--- src/rtl/quad_pkg.sv ---
// quad_pkg: shared definitions for the quadrature decoder.
//   - Gray code constants for the four AB phase states
//   - Direction encodings for the mode output
//   - Decoder FSM state type
//   - grayNext(): forward successor of an AB phase state
package quad_pkg;

  localparam logic [1:0] GRAY_00 = 2'b00;
  localparam logic [1:0] GRAY_01 = 2'b01;
  localparam logic [1:0] GRAY_11 = 2'b11;
  localparam logic [1:0] GRAY_10 = 2'b10;

  localparam logic [1:0] MODE_UP   = 2'b00;
  localparam logic [1:0] MODE_DOWN = 2'b01;

  typedef enum logic {
    UNPRIMED = 1'b0,
    TRACK    = 1'b1
  } quad_state_t;

  // Forward direction walks 00 -> 01 -> 11 -> 10 -> 00 ({a,b}).
  function automatic logic [1:0] grayNext(input logic [1:0] ab);
    case (ab)
      GRAY_00: grayNext = GRAY_01;
      GRAY_01: grayNext = GRAY_11;
      GRAY_11: grayNext = GRAY_10;
      default: grayNext = GRAY_00;
    endcase
  endfunction

endpackage

--- src/rtl/quad_decoder_if.sv ---
// quad_decoder_if: bus between the quadrature decoder and its user.
//   ld        load strobe, count_in  load value (N+1 bits, [0:N])
//   a_in/b_in raw asynchronous quadrature phases
//   count     registered position, mode  last direction (0 up, 1 down)
//   step/ovf/err  one-cycle event pulses
// master modport drives the inputs, slave modport is the decoder side.
interface quad_decoder_if #(parameter int N = 7);

  logic       ld;
  logic [0:N] count_in;
  logic       a_in;
  logic       b_in;
  logic [0:N] count;
  logic [1:0] mode;
  logic       step;
  logic       ovf;
  logic       err;

  modport master (
    output ld, count_in, a_in, b_in,
    input  count, mode, step, ovf, err
  );

  modport slave (
    input  ld, count_in, a_in, b_in,
    output count, mode, step, ovf, err
  );

endinterface

--- src/rtl/quad_sync.sv ---
// quad_sync: brings the asynchronous a/b phases into the clock domain.
// Ports:
//   clock    sole clock
//   clear    synchronous active-high reset
//   i_a/i_b  raw asynchronous phases
//   o_ab     clean {a,b} sample
//   o_valid  high once o_ab carries a real post-reset sample
// Optional macro QUAD_FILTER_EN adds a 2-sample agreement filter that
// rejects single-cycle glitches (two extra cycles of latency).
module quad_sync (
  input  logic       clock,
  input  logic       clear,
  input  logic       i_a,
  input  logic       i_b,
  output logic [1:0] o_ab,
  output logic       o_valid
);

  logic [1:0] r_s1;
  logic [1:0] r_s2;
  logic       r_v1;
  logic       r_v2;

  // The valid bits travel alongside the data so the reset value of the
  // flops is never mistaken for a real input sample.
  always_ff @(posedge clock) begin
    if (clear) begin
      r_s1 <= 2'b00;
      r_s2 <= 2'b00;
      r_v1 <= 1'b0;
      r_v2 <= 1'b0;
    end else begin
      r_s1 <= {i_a, i_b};
      r_s2 <= r_s1;
      r_v1 <= 1'b1;
      r_v2 <= r_v1;
    end
  end

`ifdef QUAD_FILTER_EN
  logic [1:0] r_s3;
  logic       r_v3;
  logic [1:0] r_clean;
  logic       r_cleanValid;

  // A new value is only taken once two consecutive synchronized samples agree.
  always_ff @(posedge clock) begin
    if (clear) begin
      r_s3         <= 2'b00;
      r_v3         <= 1'b0;
      r_clean      <= 2'b00;
      r_cleanValid <= 1'b0;
    end else begin
      r_s3 <= r_s2;
      r_v3 <= r_v2;
      if (r_v3 && (r_s2 == r_s3)) begin
        r_clean      <= r_s2;
        r_cleanValid <= 1'b1;
      end
    end
  end

  assign o_ab    = r_clean;
  assign o_valid = r_cleanValid;
`else
  assign o_ab    = r_s2;
  assign o_valid = r_v2;
`endif

endmodule

--- src/rtl/quad_decoder.sv ---
// quad_decoder: quadrature decoder with an N+1 bit wrapping position counter.
// Ports:
//   clock  sole clock, rising edge
//   clear  synchronous active-high reset
//   bus    quad_decoder_if.slave (ld, count_in, a_in, b_in in;
//          count, mode, step, ovf, err out)
// Build option: QUAD_FILTER_EN (glitch filter inside quad_sync).
module quad_decoder
  import quad_pkg::*;
#(
  parameter int N = 7
) (
  input logic           clock,
  input logic           clear,
  quad_decoder_if.slave bus
);

  localparam logic [0:N] COUNT_ZERO = '0;
  localparam logic [0:N] COUNT_ONES = '1;
  localparam logic [0:N] COUNT_ONE  = {{N{1'b0}}, 1'b1};

  logic [1:0]  w_ab;
  logic        w_valid;

  quad_state_t r_state;
  quad_state_t w_nextState;
  logic [1:0]  r_prevAb;
  logic [1:0]  w_nextPrevAb;
  logic [0:N]  r_count;
  logic [0:N]  w_nextCount;
  logic [1:0]  r_mode;
  logic [1:0]  w_nextMode;
  logic        r_step;
  logic        w_nextStep;
  logic        r_ovf;
  logic        w_nextOvf;
  logic        r_err;
  logic        w_nextErr;

  quad_sync u_sync (
    .clock   (clock),
    .clear   (clear),
    .i_a     (bus.a_in),
    .i_b     (bus.b_in),
    .o_ab    (w_ab),
    .o_valid (w_valid)
  );

  always_ff @(posedge clock) begin
    if (clear) begin
      r_state  <= UNPRIMED;
      r_prevAb <= GRAY_00;
      r_count  <= COUNT_ZERO;
      r_mode   <= MODE_UP;
      r_step   <= 1'b0;
      r_ovf    <= 1'b0;
      r_err    <= 1'b0;
    end else begin
      r_state  <= w_nextState;
      r_prevAb <= w_nextPrevAb;
      r_count  <= w_nextCount;
      r_mode   <= w_nextMode;
      r_step   <= w_nextStep;
      r_ovf    <= w_nextOvf;
      r_err    <= w_nextErr;
    end
  end

  // UNPRIMED waits for the first real sample and only records it; TRACK
  // compares every sample against the previous one. prevAb always follows
  // the sample, including on err and ld, so nothing is counted twice.
  always_comb begin
    w_nextState  = r_state;
    w_nextPrevAb = r_prevAb;
    w_nextCount  = r_count;
    w_nextMode   = r_mode;
    w_nextStep   = 1'b0;
    w_nextOvf    = 1'b0;
    w_nextErr    = 1'b0;

    case (r_state)
      UNPRIMED: begin
        if (w_valid) begin
          w_nextPrevAb = w_ab;
          w_nextState  = TRACK;
        end
      end
      TRACK: begin
        w_nextPrevAb = w_ab;
        if (w_ab == grayNext(r_prevAb)) begin
          w_nextCount = r_count + COUNT_ONE;
          w_nextMode  = MODE_UP;
          w_nextStep  = 1'b1;
          w_nextOvf   = (r_count == COUNT_ONES);
        end else if (grayNext(w_ab) == r_prevAb) begin
          w_nextCount = r_count - COUNT_ONE;
          w_nextMode  = MODE_DOWN;
          w_nextStep  = 1'b1;
          w_nextOvf   = (r_count == COUNT_ZERO);
        end else if (w_ab != r_prevAb) begin
          w_nextErr = 1'b1;
        end
      end
      default: w_nextState = UNPRIMED;
    endcase

    // A load overrides whatever the decode produced this cycle.
    if (bus.ld) begin
      w_nextCount = bus.count_in;
      w_nextMode  = r_mode;
      w_nextStep  = 1'b0;
      w_nextOvf   = 1'b0;
      w_nextErr   = 1'b0;
    end
  end

  assign bus.count = r_count;
  assign bus.mode  = r_mode;
  assign bus.step  = r_step;
  assign bus.ovf   = r_ovf;
  assign bus.err   = r_err;

endmodule

--- src/flat_wrapper.sv ---
// flat-port wrapper written by rule: the top's interface ports become plain ports
module quad_decoder_flat import quad_pkg::*;
#(
  parameter int N = 7
)
  (clock, clear, bus_ld, bus_count_in, bus_a_in, bus_b_in, bus_count, bus_mode, bus_step, bus_ovf, bus_err);
  quad_decoder_if #(.N(N)) bus_i ();
  input logic clock;
  input logic clear;
  input wire logic [$bits(bus_i.ld)-1:0] bus_ld;
  input wire logic [$bits(bus_i.count_in)-1:0] bus_count_in;
  input wire logic [$bits(bus_i.a_in)-1:0] bus_a_in;
  input wire logic [$bits(bus_i.b_in)-1:0] bus_b_in;
  output wire logic [$bits(bus_i.count)-1:0] bus_count;
  output wire logic [$bits(bus_i.mode)-1:0] bus_mode;
  output wire logic [$bits(bus_i.step)-1:0] bus_step;
  output wire logic [$bits(bus_i.ovf)-1:0] bus_ovf;
  output wire logic [$bits(bus_i.err)-1:0] bus_err;
  assign bus_i.ld = bus_ld;
  assign bus_i.count_in = bus_count_in;
  assign bus_i.a_in = bus_a_in;
  assign bus_i.b_in = bus_b_in;
  assign bus_count = bus_i.count;
  assign bus_mode = bus_i.mode;
  assign bus_step = bus_i.step;
  assign bus_ovf = bus_i.ovf;
  assign bus_err = bus_i.err;
  quad_decoder #(.N(N)) u_core (.clock(clock), .clear(clear), .bus(bus_i));
endmodule
--- config.mk ---
export PLATFORM = sky130hd
export DESIGN_NAME = quad_decoder_flat
export DESIGN_NICKNAME = d
export VERILOG_FILES = /design/src/rtl/quad_pkg.sv /design/src/rtl/quad_decoder_if.sv /design/src/rtl/quad_sync.sv /design/src/rtl/quad_decoder.sv /design/src/flat_wrapper.sv
export SDC_FILE = /design/constraint.sdc
export NUM_CORES = 1
export LEC_CHECK = 0
export ABC_AREA = 1
export CAP_MARGIN = 40
export CORE_ASPECT_RATIO = 0.75
export CORE_MARGIN = 10
export CORE_UTILIZATION = 45
export DETAILED_ROUTE_END_ITERATION = 16
export PLACE_DENSITY = 0.74
export REMOVE_ABC_BUFFERS = 1
export SYNTH_ARGS = -nofsm -noshare
export SYNTH_HDL_FRONTEND = slang
export SYNTH_SLANG_ARGS = --single-unit
--- constraint.sdc ---
create_clock -name clock -period 1.75 [get_ports clock]
set_clock_uncertainty 0.05 [all_clocks]
set_input_delay 0.2625 -clock clock [delete_from_list [all_inputs] [get_ports clock]]
set_output_delay 0.2625 -clock clock [all_outputs]
set_load 0.005 [all_outputs]
==> run metrics <==
status=complete, but fails checks; failing checks=negative setup slack; crit path kind=reg2reg; total die area=5370 um^2; GR Util met3=5.43%; HPWL after DPL=2.66 mm; Setup-failing EPs final=4; initial antenna violation count=0; NetSw=~590 uW; fin area=approximately 1900 um^2; worst skew pair latency=around 0.27 ns; met1 Resource Use GR=16.1%; synth top area cells=dfxtp_1 (33%), nand2_1 (13%), inv_1 (7.1%); Die Span Y=between 60 and 70 um; Worst Hold End=u_core.u_sync.o_ab[0]; M2 GR Usage=approximately a quarter; Port Buffer Count=24; gr busiest metal=met2; Mapped Cells=186; power share of the sequential group=a little over a third; most common cell after layout, fill and taps aside=nand2_1; Reg2Reg Depth=12; Pwr Total=roughly 1.6 mW; 1st-pass router iterations=4; Power Density=around 840 nW/um^2; most frequent cells in the layout=nand2_1 (38), clkdlybuf4s50_1 (24), buf_4 (22), inv_1 (21), nor2_1 (21); maxcap violations=0; yosys warns=0; GRT Residual Overflow=0; hold path cells=2; fillers=between 150 and 200; clock buffer count from CTS=3; worst-path maximum fanout=4; Final ANT Viol Nets=0; GP Congestion=between 0.9 and 1; Ports=26; starting density of the core=a little under half; first-pass GRT wire length=6.12 mm; Post-Syn Area=1270 um^2; final worst slack=-0.147 ns; Yosys reg bits=21; drt drc=0; layout cell share with drive strength beyond 1=between 30% and 40%; antenna cells=0; vias=~1400; DP Worst Slack=-0.163 ns; Sw Share=around 37%; Synth cell types=28; Mapped Avg Cell Area=6.83 um^2; peak supply drop=~0.00055 V; root buffer cell=clkbuf_8; CTS sink count=21; CP startpoint kind=flip-flop; RSZ-0062 raised after global routing=true; P&R area growth vs syn=51.8%; CP Data Arrival Time=~2.0 ns; Nets=256; Routed wire per std cell=~15 um; initial DRC count=169; CP Capture Type=flip-flop; area leader, netlist=dfxtp_1; Worst-path clk slew=about 0.080 ns; final hold violations=0; TritonCTS clock tree=yes; largest net degree at the start of global routing=14; internal power=a little over 1 mW; Core ar.=roughly 2700 um^2; sequential cell area fraction in the yosys report=33.1%; Max Clock Freq=roughly 530 MHz; Tcrit/Tclk final=108%; cts hold-fix bufs=0; clock power share=20.4%; reg-to-reg startpoint=u_core.u_sync.o_ab[1]; Max Slew Vio Count=0; H-tree depth=1; r2r setup slk=-0.15 ns; area share of the largest cell type after synthesis=approximately 33%; clk buf depth=2; # rows=16; leakage=0.873 nW; dpl cell area=roughly 1700 um^2; final wirelength=between 3 and 4 mm; Hold Slack=0.346 ns; total track usage=14.3%; worst r2r dst=u_core.bus.count[4]; hold_sp=u_core.u_sync.r_s1[0]; via/cell ratio=between 5 and 6; Min Clock Period, post-route=1.90 ns; power share of the combinational group=44.8%; Die Width=a little over 80 um; Tightest Hold Check Type=reg2reg; vias in the first global route=approximately 1300; Crit path required time=1.86 ns; Setup TNS Final=-0.432 ns
[timing repair]
| action | 4_1_cts | 5_1_grt |
|---|---|---|
| endpoints found under the setup margin | 6 | 7 |
| resized for setup | 15 | 20 |
| pin swaps | 10 | 18 |
| cloned | 1 | 0 |
| setup buffers | 1 | 3 |
[cells in the mapped netlist, drive strengths merged]
cell / count
nand3: 14
nor3: 2
buf: 2
clkbuf: 1
or3b: 1
inv: 28
fa: 1
nand4: 3
o22ai: 1
nor2: 23
o21ai: 8
nor4: 2
a21boi: 1
a31oi: 1
nand2: 52
xnor2: 3
dfxtp: 21
or2: 1
ha: 7
conb: 1
a21oi: 10
xor2: 3
[logic make-up (layout without fill, tap and decap cells)]
family,after synthesis,count (layout),synth area share (%)
xor+xnor,6,6,4.14
fa+ha+maj,8,8,8.47
other cells,1,1,0.295
compound gates,21,21,8.97
flops,21,21,33.1
buf+inv,31,78,9.56
simple gates,98,99,35.5
[through the flow]
step | utilization, % | std cells
4_1_cts | 68.7 | 268
2_1_floorplan | - | 183
3_5_place_dp | 63.2 | 262
3_3_place_gp | 63.2 | 262
6_report | 72.4 | 270
5_1_grt | 72.4 | 270
[layout make-up]
cell class | count | area [um^2] | share of cell area (%)
multi-input combinational | 135 | 896 | 46.5
timing repair buffer | 46 | 405 | 21.0
tap | 36 | 45.0 | 2.34
clock inverter | 1 | 7.51 | 0.389
clock buffer | 3 | 41.3 | 2.14
inverter | 28 | 105 | 5.45
sequential | 21 | 428 | 22.2
[power groups by stage]
stage | Sequential, mW | Clock, mW | Combinational [mW]
floorplan | 0.558 | 0 | 0.329
global placement | 0.560 | 0 | 0.536
detailed placement | 0.562 | 0 | 0.551
CTS | 0.558 | 0.336 | 0.608
global route | 0.568 | 0.365 | 0.786
finish | 0.561 | 0.330 | 0.724
[layer usage]
layer | vias to the layer above | part of all wire (%)
met1 | 636 | 40
li1 | 683 | -
met4 | 0 | 3.3
met3 | 19 | 10
met5 | - | 0
met2 | 78 | 46
[sequential cells by signal, summed over array words and instances, names as in the netlist]
signal,flops
u_core.bus.count,8
u_core.bus.err,1
u_core.bus.mode,1
u_core.bus.ovf,1
u_core.bus.step,1
u_core.r_prevAb,2
u_core.r_state,1
u_core.u_sync.o_ab,2
u_core.u_sync.o_valid,1
u_core.u_sync.r_s1,2
u_core.u_sync.r_v1,1
[critical path, stage by stage, from the launching register on]
cell,delay (ns)
dfxtp_2,0.35
inv_2,0.06
nand2_2,0.08
nand2_4,0.11
nand2_2,0.13
ha_1,0.30
nand2_1,0.06
nand2_2,0.12
nand2_4,0.06
buf_4,0.13
xnor2_1,0.12
nor2_1,0.16
nor3_2,0.06
[worst max path at each step]
stage | start | to | slack [ns] | depth (start not counted)
after detailed placement | u_core.u_sync.o_ab[0] | u_core.bus.count[0] | -0.16 | 12
after global routing | u_core.u_sync.o_ab[1] | u_core.bus.count[0] | -0.27 | 14
after floorplan | u_core.r_prevAb[0] | u_core.bus.count[0] | -0.12 | 12
after CTS | u_core.u_sync.o_ab[0] | u_core.bus.count[0] | -0.03 | 13
after global placement | u_core.r_prevAb[0] | u_core.bus.count[0] | -0.06 | 13
final | u_core.u_sync.o_ab[1] | u_core.bus.count[4] | -0.15 | 12
Power figures use the tool's default switching activity.
